File: src/rtl/threshold_hysteresis_detector.sv
// Hysteresis level detector for the smoothed sample stream: qualified rise/fall, pulses,
// saturating rise counter. Define THD_PEAK_TRACK_EN to build the per-high-period peak register.
module threshold_hysteresis_detector #(
  parameter int DATA_WIDTH  = 8,
  parameter int HOLD_CYCLES = 4,
  parameter int CNT_WIDTH   = 16
) (
  input  logic                  clk,
  input  logic                  areset,
  input  logic [DATA_WIDTH-1:0] data_in,
  input  logic                  enable,
  input  logic [DATA_WIDTH-1:0] thr_high,
  input  logic [DATA_WIDTH-1:0] thr_low,
  input  logic                  clear_cnt,
  output logic                  level,
  output logic                  rise_pulse,
  output logic                  fall_pulse,
  output logic [CNT_WIDTH-1:0]  event_count,
  output logic                  cfg_err,
  output logic [DATA_WIDTH-1:0] peak_value
);

  typedef enum logic [1:0] {S_LOW, S_RISE_PEND, S_HIGH, S_FALL_PEND} state_t;

  localparam logic [7:0] QCNT_LAST = 8'(HOLD_CYCLES - 1);

  state_t      state_q, state_d;
  logic [7:0]  qcnt_q, qcnt_d;
  logic        rise_acc, fall_acc;
  logic        active;
  logic        hi_qual, lo_qual;

  // A registered threshold fault freezes evaluation exactly like enable=0.
  assign active  = enable & ~cfg_err;
  assign hi_qual = (data_in >= thr_high);
  assign lo_qual = (data_in <= thr_low);

  // NOTE: every signal written here gets a default first, so no path can infer a latch.
  always_comb begin
    state_d  = state_q;
    qcnt_d   = qcnt_q;
    rise_acc = 1'b0;
    fall_acc = 1'b0;
    if (active) begin
      case (state_q)
        S_LOW: if (hi_qual) begin
          state_d = S_RISE_PEND;
          qcnt_d  = 8'd1;
        end
        S_RISE_PEND: begin
          if (!hi_qual) begin
            state_d = S_LOW;
            qcnt_d  = 8'd0;
          end else if (qcnt_q == QCNT_LAST) begin
            state_d  = S_HIGH;
            qcnt_d   = 8'd0;
            rise_acc = 1'b1;
          end else begin
            qcnt_d = qcnt_q + 8'd1;
          end
        end
        S_HIGH: if (lo_qual) begin
          state_d = S_FALL_PEND;
          qcnt_d  = 8'd1;
        end
        S_FALL_PEND: begin
          if (!lo_qual) begin
            state_d = S_HIGH;
            qcnt_d  = 8'd0;
          end else if (qcnt_q == QCNT_LAST) begin
            state_d  = S_LOW;
            qcnt_d   = 8'd0;
            fall_acc = 1'b1;
          end else begin
            qcnt_d = qcnt_q + 8'd1;
          end
        end
        default: begin
          state_d = S_LOW;
          qcnt_d  = 8'd0;
        end
      endcase
    end
  end

  // NOTE: state registers use non-blocking assignments so every flop samples pre-edge values.
  always_ff @(posedge clk or posedge areset) begin
    if (areset) begin
      state_q    <= S_LOW;
      qcnt_q     <= 8'd0;
      level      <= 1'b0;
      rise_pulse <= 1'b0;
      fall_pulse <= 1'b0;
      cfg_err    <= 1'b0;
    end else begin
      state_q    <= state_d;
      qcnt_q     <= qcnt_d;
      rise_pulse <= rise_acc;
      fall_pulse <= fall_acc;
      cfg_err    <= (thr_low > thr_high);
      if (rise_acc)      level <= 1'b1;
      else if (fall_acc) level <= 1'b0;
    end
  end

  // A clear coinciding with a rise still records that rise.
  always_ff @(posedge clk or posedge areset) begin
    if (areset) begin
      event_count <= '0;
    end else if (clear_cnt) begin
      event_count <= {{(CNT_WIDTH-1){1'b0}}, rise_acc};
    end else if (rise_acc && (event_count != {CNT_WIDTH{1'b1}})) begin
      event_count <= event_count + 1'b1;
    end
  end

`ifdef THD_PEAK_TRACK_EN
  logic [DATA_WIDTH-1:0] peak_q;

  always_ff @(posedge clk or posedge areset) begin
    if (areset) begin
      peak_q     <= '0;
      peak_value <= '0;
    end else begin
      if (rise_acc) begin
        peak_q <= data_in;
      end else if (active && (state_q == S_HIGH || state_q == S_FALL_PEND) &&
                   (data_in > peak_q)) begin
        peak_q <= data_in;
      end
      if (fall_acc) peak_value <= (data_in > peak_q) ? data_in : peak_q;
    end
  end
`else
  assign peak_value = '0;
`endif

endmodule

File: config.mk
export PLATFORM = sky130hd
export DESIGN_NAME = threshold_hysteresis_detector
export DESIGN_NICKNAME = d
export VERILOG_FILES = /design/src/rtl/threshold_hysteresis_detector.sv
export SDC_FILE = /design/constraint.sdc
export NUM_CORES = 1
export LEC_CHECK = 0
export BUFFER_PORTS_ARGS = -buffer_cell sky130_fd_sc_hd__buf_4
export CORE_ASPECT_RATIO = 1.2
export CORE_MARGIN = 2
export CORE_UTILIZATION = 45
export DETAILED_ROUTE_END_ITERATION = 12
export PLACE_DENSITY_LB_ADDON = 0.05
export SLEW_MARGIN = 0
export SYNTH_ARGS = -nofsm -noshare
export SYNTH_HDL_FRONTEND = slang
export SYNTH_SLANG_ARGS = --single-unit
File: constraint.sdc
create_clock -name clk -period 3.67 [get_ports clk]
set_input_delay 0.367 -clock clk [delete_from_list [all_inputs] [get_ports clk]]
set_output_delay 0.367 -clock clk [all_outputs]
set_load 0.005 [all_outputs]
==> After elaboration in Yosys (flattened, before gate mapping) <==
Cells that the tools add are included.
{ "op_classes": {"n_addsub": 2, "multipliers": 0, "div_mod_pow": 0, "n_lt_le_gt_ge": 3, "n_eq_ne": 9, "n_shift": 0, "muxes": 24, "n_bitwise": 2, "n_reduce_logical": 6} }
{ "ops": {"columns": ["cell", "count"], "rows": [
  ["$mux 8", 5],
  ["$mux 16", 2],
  ["$pmux 8 s4", 1],
  ["$add 16x1->16 const B", 1],
  ["$ne 16x16->1 const B", 1],
  ["$mux 2", 6],
  ["$mux 1", 9],
  ["$add 8x1->8 const B", 1],
  ["$eq 8x2->1 const B", 1],
  ["$ge 8x8->1", 1],
  ["$gt 8x8->1", 1],
  ["$le 8x8->1", 1],
  ["$pmux 2 s4", 1],
  ["$ne 3x3->1 const B", 2],
  ["$reduce_and 5->1", 1],
  ["$eq 2x2->1 const B", 2],
  ["$ne 2x2->1 const B", 2],
  ["$reduce_bool 2->1", 2],
  ["$reduce_and 3->1", 1],
  ["$eq 2x1->1 const B", 1],
  ["$logic_not 2->1", 1],
  ["$and 1x1->1", 1],
  ["$logic_and 1x1->1", 1],
  ["$not 1->1", 1]
]} }
{ "totals": {"reg_bits": 30, "latchBits": 0, "ram_bits": 0, "mem_bits_ro": 0, "inputBits": 28, "mem_count": 0} }

==> Longest topological paths before layout <==
Gate-level depths: netlist of run 1.
{ "depth": {"ltp_word": 8, "depth_mapped": 9} }

==> Worst setup path before layout of run 1 <==
Ideal clock, no wire load.
{ "synth_path": {"path_type": "input to register", "from": "in thr_high[7]", "to": "reg event_count[5]", "arrival_time_ps": 2024, "required_ps": 3592, "setup_slack_ps": 1568, "stages": 8, "n_path_buf": 0, "path_cell_list": "inv_1 ha_1 and3_1 nand3_1 o21ai_4 nand4_2 or4_1 a21oi_1"} }
{ "synth_between": {"elab_chain_len": 6} }
{ "synth_rtl": {"columns": ["element", "line", "text"], "rows": [
  ["start: declaration", "12", "input logic [DATA_WIDTH-1:0] thr_high,"],
  ["$ge 8x8->1", "35", "assign hi_qual = (data_in >= thr_high);"],
  ["$mux 1", "51", "if (!hi_qual) begin"],
  ["$mux 1", "45", "case (state_q)"],
  ["$mux 1", "44", "if (active) begin"],
  ["$logic_and 1x1->1", "112", "end else if (rise_acc && (event_count != {CNT_WIDTH{1'b1}})) begin"],
  ["$reduce_bool 2->1 (no source line)", null, null],
  ["end signal: assignment", "111", "event_count <= {{(CNT_WIDTH-1){1'b0}}, rise_acc};"],
  ["end signal: assignment", "113", "event_count <= event_count + 1'b1;"],
  ["end: declaration", "18", "output logic [CNT_WIDTH-1:0] event_count,"]
]} }
Every way passes these cells.
A chain may end at the register's enable or synchronous reset.

==> Final worst setup path of run 1 <==
{ "layout_path": {"from": "in data_in[5]", "to": "reg qcnt_q[1]"} }
{ "layout_between": {"elab_chain_len": 3} }
{ "layout_rtl": {"columns": ["element", "line", "text"], "rows": [
  ["start: declaration", "10", "input logic [DATA_WIDTH-1:0] data_in,"],
  ["$le 8x8->1 or $ge 8x8->1 (tied branches)", "36, 35", null],
  ["$mux 8 (tied with other cells)", "67", "if (!lo_qual) begin"],
  ["$pmux 8 s4 or $reduce_and 3->1 (tied branches)", null, null],
  ["end signal: assignment", "97", "qcnt_q <= qcnt_d;"],
  ["end: declaration", "28", "logic [7:0] qcnt_q, qcnt_d;"]
]} }
Several ways; a longest one is shown, not always the timed one.

==> reports/results.txt, run 1 <==
Traced cell by cell, the critical path runs through buf_4 > ha_1 > a211o_1 > a21oi_1 > a211oi_1 > a22oi_2 > o21ai_0 > a32o_1. The first global-routing pass estimated 8.162 mm of wire. TritonCTS built the clock tree. Dividing the detail-routed via count by the number of cells gives 5.548. The repair_antennas step left the layout with diodes totalling 0. The logs give 32.66% for the sequential fraction of the synthesis area and 56 for the number of top-level pins. OpenSTA, run right after detailed placement, puts the worst setup slack at 1.097 ns. In this run the power density over the cells is 346.5 nW/µm². The critical path in this run is classified as input port to register.

The final number of max-transition violations came out at 0. The critical path ends at qcnt_q[1]. For this run, the total global-route usage over all layers was measured as 17.96%. The slowest cell on the critical path was a22oi_2.

The commonest cells after synthesis are dfrtp_1 (30), ha_1 (26), inv_1 (23). STA classifies the critical path endpoint as a register. The origin of the critical flop-to-flop path is qcnt_q[0].

The via count of the first global-routing pass is 1844, and the global placement routability congestion is 0.7765. The run gives 5698 µm² as the full die area. After floorplanning, the core was divided into 28 placement rows.

In this run the tool buffered the top-level ports with 47 buffer cells. Most instantiated flip-flop cell in the synthesis netlist: dfrtp_1. Leakage power total: 1.390 nW. The hold buffer count at cts is 0, and the time the final worst path needs with I/O delays and setup is 2.281 ns. The fmax is 0.4384 GHz. The cell depth of the worst flop-to-flop path was 7. Data on the critical path is required at its endpoint by 3.84 ns. The buffer type at the clock tree root was clkbuf_8. The run gives 4940 µm² as the area of the core. The run finished with clean final reports.

The worst path meets setup with 1.389 ns of slack. The count of nets after finishing was 350; the number of buffers inserted by post-CTS setup repair was 0. The total of cells resized after clock tree synthesis is 0. The clock-pin slew on the worst setup and hold paths is 0.06 ns, and the routed wire length is 4.889 mm. The sequential cells in the finished layout cover a total of 750.7 µm². Setup repair after global routing left no endpoint under its margin.

For flop-to-flop paths, the worst setup slack is 1.48 ns. Number of antenna violations at the first check in global routing: 0. In this run the worst setup path begins at data_in[5]. After layout, the worst path uses 62.15% of the clock period. The worst pin sits at a relative slew slack of 53.59%.

In the final layout, the multi-input gates occupy 1406 µm². In this run the worst hold path is classified as input port to async pin. The sort of element at the start of the critical path is an input port. The number of clock buffers added by TritonCTS is 5. By instance count, the leading cell after synthesis is dfrtp_1. For this run, the slowest stage of the critical path takes 0.58 ns. The number of hold violations in the final report is 0, and the number of distinct library cells after synthesis is 47. In the synthesized netlist, the number of instances is 247. The logs give 0 for the warning count from the yosys run and 464 for the count of fill cells added during filler insertion. Once the floorplan was initialized, standard cells occupied 46.53% of the core.

Compared with the post-synthesis result, the final layout area differs by 19.87%. The final antenna-violating net count is 0. The post-route core utilization is 55.78%, and the overflow left after global routing is 0.

Detailed routing inserted a total of 1975 vias. The area fraction of the dominant cell type after synthesis is 32.66%, and the worst-margin pin slew is 0.6961 ns. For this block, the initial DRC count from the detailed router was 136. The number of storage elements in the synthesis netlist works out to 30. Detailed placement ended at an HPWL of 3.729 mm. CTS built an H-tree with a depth of 2. Entering global routing, the biggest net connects 31 pins. Between clock sinks in the finished design, the worst skew comes to 0.003215 ns. Setup violations remaining at the end of the flow were counted as 0. The share of async-settable or async-resettable flops after synthesis was 100.0%; the endpoint arrival time on the critical path was 2.45 ns.

The worst-case IR drop observed on VDD is 176.5 µV. Yosys attributes the largest share of cell area to dfrtp_1 (33%), ha_1 (14%), inv_1 (3.8%). The die is 69.24 µm wide. The post-route netlist has 21.62% of its cells at a drive strength greater than 1. The iteration count of the initial detailed-routing pass came out at 4. After detailed routing, the average wire length per cell comes to 13.73 µm.

Number of enable flip-flop cells after synthesis: 0. The endpoint identified for the worst register-to-register timing path is event_count[7]. CTS saw 30 sinks.

After synthesis the cells add up to 2298 µm². The clock reaches the later pin of the worst-skew pair after 0.28 ns. Hold is met by 0.1706 ns.

In the final timing run, aggregate negative setup slack is 0 ns. Max-cap check violation count: 0. In this run the worst path has a maximum fanout of 17. After synthesis, the mean cell area works out to 9.305 µm². The number of buffers between clock root and the deepest sink was 2. Top cell type by total area after synthesis: dfrtp_1. The die is 82.29 µm tall.

In the routed design, unresolved DRC markers number 0.
[layer usage]
metal / GRT usage (%) / up-vias / part of all wire, %
li1: - / 1004 / -
met1: 22.79 / 923 / 49
met2: 29.81 / 41 / 46
met3: 4.005 / 7 / 3.4
met4: 7.647 / 0 / 1.8
met5: 0 / - / 0
[cells in the final DEF, fill, tap and decap left out, drive strengths merged, types with 6 or more instances in the layout]
master and count:
clkbuf 7, o21a 6, ha 26, inv 23, a31oi 9, dfrtp 30
nand2 15, conb 8, nand3 8, o21ai 7, or4 6, buf 48
and3 9, a21oi 16, nor2 10, nand4 10, o31ai 6, nand3b 6
[layout make-up]
type / count / share of cell area [%]
multi-input combinational: 188 / 51.04
sequential: 30 / 27.25
timing repair buffer: 48 / 13.08
inverter: 23 / 3.134
clock buffer: 7 / 2.770
tap: 60 / 2.725
[worst max-delay path: cells and delay by family]
kind	cells	cell delay, ns
adders and majority gates	1	0.30
AOI/OAI and AO/OA	6	1.66
buffers and inverters	1	0.12
[sequential cells by signal (all words and copies together), names as in the netlist]
name / count
event_count: 16
cfg_err: 1
qcnt_q: 8
level: 1
state_q: 2
fall_pulse: 1
rise_pulse: 1
[how the worst min path moves through the flow]
stage | endpoint | slack, ns | cells after the start
3_5_place_dp | rise_pulse | 0.48 | 3
4_1_cts | rise_pulse | 0.18 | 3
2_1_floorplan | cfg_err | 0.46 | 1
3_3_place_gp | rise_pulse | 0.48 | 3
6_report | event_count[2] | 0.17 | 3
5_1_grt | event_count[2] | 0.20 | 3
[cell families (layout without fill, tap and decap cells)]
group / count (synthesis) / count (layout) / synth area share, %
compound gates: 63 / 63 / 19.38
xor+xnor: 4 / 4 / 1.524
fa+ha+maj: 26 / 26 / 14.15
buf+inv: 36 / 78 / 7.294
flops: 30 / 30 / 32.66
mux: 2 / 2 / 0.9254
other cells: 1 / 8 / 0.1632
simple gates: 85 / 85 / 23.90
[report_power, final]
part	switching, mW	internal, mW
registers	0.0375	0.365
logic	0.176	0.124
clock network	0.122	0.130
total	0.335	0.619
[through the flow]
stage / cell area, µm² / total power [mW] / std cells
3_3_place_gp: 2679 / 0.7097 / 349
6_report: 2755 / 0.9547 / 356
3_5_place_dp: 2679 / 0.7107 / 349
5_1_grt: 2755 / 1.024 / 356
2_1_floorplan: 2325 / 0.6350 / 254
4_1_cts: 2755 / 0.9655 / 356
(Power assumes the default switching activity.)
==> inputs of run 2 (changes only) <==
- ABC_AREA: unset -> 1
- clock period: 3.67 -> 2.1 ns (I/O delays scaled with it)
==> reports/results.txt, run 2 <==
In the synthesized netlist, the cells that appear most often are nand2_1 (112), inv_1 (45), nand3_1 (37). Setup repair after global routing left no endpoint under its margin. Signal routing reaches up to met4. In the post-synthesis netlist, the biggest area contributors are dfrtp_1 (29%), nand2_1 (16%), ha_1 (13%). Routed length on met1: 2.521 mm (+6.1%).

The run finished with clean final reports. The antenna diode count was 0 (unchanged). The run gives 0 (unchanged) as the number of setup violations in the final report. The cell repeated most along the worst path was nand2_1. The area fraction of the dominant cell type after synthesis is 29.33% (-3.3 points), and the routed wire length is 5.630 mm (+15%). The required time reported for the critical path endpoint came out at 2.26 ns (-1.58 ns). The origin of the critical flop-to-flop path is qcnt_q[0]. The number of buffers inserted by post-CTS setup repair is 0 (unchanged), and the clock-pin slew on the worst setup and hold paths is 0.07 ns (about the same).

The number of flip-flops in the largest register came out at 16 (unchanged). The number of cells produced by synthesis was 359 (+45%). The cell area after technology mapping was 2560 µm² (+11%). The worst supply voltage drop on vdd is 487.9 µV (+180%). The endpoint arrival time on the critical path is 2.03 ns (-0.42 ns).

For the global placement routability congestion, the log shows 0.8129 (+4.7%). Relative to the synthesized area, the layout overhead comes to 19.11%. The largest registers in the layout are event_count: 16 flops, qcnt_q: 8 flops, state_q: 2 flops.

In this run the clock root is driven by a clkbuf_8. The sort of element at the start of the critical path is a register. For the number of top-level pins, the log shows 56 (unchanged). The run gives 2153 (+17%) as the via count of the first global-routing pass. In this run the critical register-to-register path is captured at event_count[2]. The logs give 477 (+34%) for the count of non-filler cells in the finished layout and 0 (unchanged) for the number of antenna violations at the first check in global routing.

The tools report the final instance area as 3049 µm² (+11%). Overflow left after global routing: 0 (unchanged). Of the available clock period, the critical path in the final layout requires 89.07%.

The slowest cell on the critical path was dfrtp_1. The count of nets after finishing came out at 466 (+33%). The floorplan die height was 86.62 µm (+5.3%); the final setup TNS was 0 ns (unchanged).

The most critical setup path has its endpoint at event_count[2]. Post-layout worst setup margin: 0.2296 ns (-1.159 ns). TritonCTS built the clock tree. The number of buffers created by CTS was 5 (unchanged); the total power was 1.687 mW (+77%).

The post-detailed-placement cell area is 2958 µm² (+10%). Class of the most critical setup path: register to register. Leaving out fill and tap cells, the most frequent cells in the layout are nand2_1 (112), buf_4 (52), inv_1 (45), nand3_1 (37), dfrtp_1 (30).

The worst-margin pin slew was 0.5150 ns (-0.1811 ns); the per-cell via count in the routed design was 4.914 (-11%). The tools report the element type at the critical path end as a register. Commonest non-fill, non-tap cell in the layout: nand2_1.

The worst path buffer plus inverter count works out to 1 (unchanged). The logs give 2 (unchanged) for the number of buffers between clock root and the deepest sink and 469 (+34%) for the number of instances in the placed design. The number of placement rows is 30 (+7.1%). The most used standard cell by instance count after synthesis was nand2_1. The count of fill cells added during filler insertion came out at 555 (+20%). The tools report the number of hold violations in the final report as 0 (unchanged). The area of the core was 5593 µm² (+13%); the DRC violation count after routing was 0 (unchanged). The hold buffer count at cts is 0 (unchanged). Top cell type by total area after synthesis: dfrtp_1. The final number of max-transition violations came out at 0 (unchanged). Maximum net fanout on the critical path: 17 (unchanged). The logs give 2.902 mm (+28%) for the total met2 wirelength after detailed routing and 0.007338 ns (+0.004123 ns) for the worst setup skew after layout.

The logs give 0.1702 ns (-0.9270 ns) for the worst slack at placement and 45.77% (-0.76 points) for the starting density of the core. Fraction of final layout cells with drive strength greater than 1: 17.19% (-4.4 points). The number of DRC markers in iteration 0 is 124 (-8.8%), and the clock network latency to the later pin of the worst-skew pair is 0.28 ns (about the same). The final antenna-violating net count is 0 (unchanged). The total number of vias is 2344 (+19%).

For the met3 layer wire length in the routed design, the log shows 178 µm (+7.9%). The count of cell instances traversed by the critical path was 10 (+2); the mean post-synth cell area was 7.131 µm² (-23%). The placed wire-length estimate was 4.385 mm (+18%). The tools report the iteration count of the initial detailed-routing pass as 4 (unchanged). The time the final worst path needs with I/O delays and setup came out at 1.870 ns. The share of async-settable or async-resettable flops after synthesis came out at 100.0% (unchanged). The sequential fraction of the synthesis area is 29.33% (-3.3 points), and the pin count of the biggest net entering global routing is 31 (unchanged). Leakage power total: 1.769 nW (+27%).

The most used flip-flop cell after synthesis is dfrtp_1. Based on the critical path, the design can be clocked at up to 0.5346 GHz. The number of input and output port buffers inserted was 47 (unchanged); the full die area was 6310 µm² (+11%).

The areal power density over the cells is 553.3 nW/µm² (+60%). Launch point of the worst path: qcnt_q[0]. For the max-cap check violation count, the log shows 0 (unchanged). More flip-flops sit in one register than any other, and that register is event_count. In this design, the largest share of critical-path delay is due to simple AND/OR/NAND/NOR gates.

Die width: 72.85 µm (+5.2%). The cell depth of the worst flop-to-flop path was 10 (+3); the total number of H-tree levels was 2 (unchanged). The logs give 9.604 mm (+18%) for the first-pass GRT wire length and 29 (-38%) for the number of distinct library cells after synthesis. The critical path goes through ha_1 > nand3_1 > nor2_2 > nand2_1 > clkinv_1 > nand3_4 > nor2_8 > nor2_8 > nand2_1 > nand2_1.

The type of the tightest min-delay check is input port to async pin. The number of enable flip-flop cells after synthesis is 0 (unchanged). The number of storage elements in the synthesis netlist was 30 (unchanged); the normalized max-slew margin was 65.63% (+12 points).

The biggest cell delay along the critical path was 0.40 ns (-0.18 ns); the total of cells resized after clock tree synthesis was 0 (unchanged). The clock sink total came out at 30 (unchanged). Worst reg-to-reg setup slack: 0.23 ns (-1.25 ns). The average wire per cell in the routed design came out at 11.80 µm (-14%). The run gives 18.76% (+0.80 points) as the total global routing track utilization.

The warning count from the yosys run is 0 (unchanged).
[run 2: cell count changes in the layout (fill, tap and decap cells not counted), moves of 6 or more]
cell,change
a31oi_1,-8
a21oi_1,-9
o31ai_1,-6
and3_1,-9
nor2_1,+18
or4_1,-6
nand3_1,+30
o21a_1,-6
xor2_1,+10
nand2_1,+98
inv_1,+22
[run 2: worst min path at each step]
stage | cells after the start | end | startpoint
final | 3 | event_count[15] | areset
after global routing | 3 | event_count[11] | areset
after CTS | 3 | event_count[15] | areset
after detailed placement | 3 | qcnt_q[5] | areset
after global placement | 3 | qcnt_q[5] | areset
after floorplan | 1 | cfg_err | areset
[run 2: layer usage]
layer | vias up | global-route usage (%)
li1 | 1238 | -
met4 | 0 | 4.882
met2 | 44 | 33.22
met3 | 2 | 3.256
met1 | 1060 | 23.28
met5 | - | 0
[run 2: kinds of logic after synthesis]
kind of cell / Yosys count / share of synthesized area (%)
adder cells (fa/ha/maj): 26 / 12.71
flip-flops: 30 / 29.33
AO/OA/AOI/OAI: 18 / 3.910
buffers and inverters: 62 / 11.09
AND/OR/NAND/NOR: 205 / 37.00
XOR/XNOR: 17 / 5.817
other: 1 / 0.1465
[run 2: cell type report]
| type | instances | area (µm²) | share of cell area, % |
|---|---|---|---|
| well taps | 64 | 80.08 | 2.626 |
| multi-input cells | 274 | 1551 | 50.88 |
| clock buffers | 7 | 86.33 | 2.831 |
| repair buffers | 52 | 390.4 | 12.80 |
| flip-flops and latches | 30 | 750.7 | 24.62 |
| inverters | 49 | 185.2 | 6.073 |
| clock inverters | 1 | 5.005 | 0.1641 |
[run 2: per-stage QoR]
stage	util [%]	hold slack [ns]
final	54.52	0.009163
after CTS	54.52	0.01559
after detailed placement	52.89	0.3270
after floorplan	-	0.3008
after global routing	54.52	0.04332
after global placement	52.89	0.3207
[run 2: worst reg2reg max path, stage by stage (launching register included)]
cell      delay [ns]
dfrtp_1         0.40
ha_1            0.22
nand3_1         0.10
nor2_2          0.20
nand2_1         0.12
clkinv_1        0.10
nand3_4         0.12
nor2_8          0.27
nor2_8          0.11
nand2_1         0.07
nand2_1         0.05
[run 2: power by group]
part,switching (mW),total [mW],internal [mW]
clock,0.220,0.484,0.264
sequential,0.0545,0.683,0.628
combinational,0.316,0.520,0.204
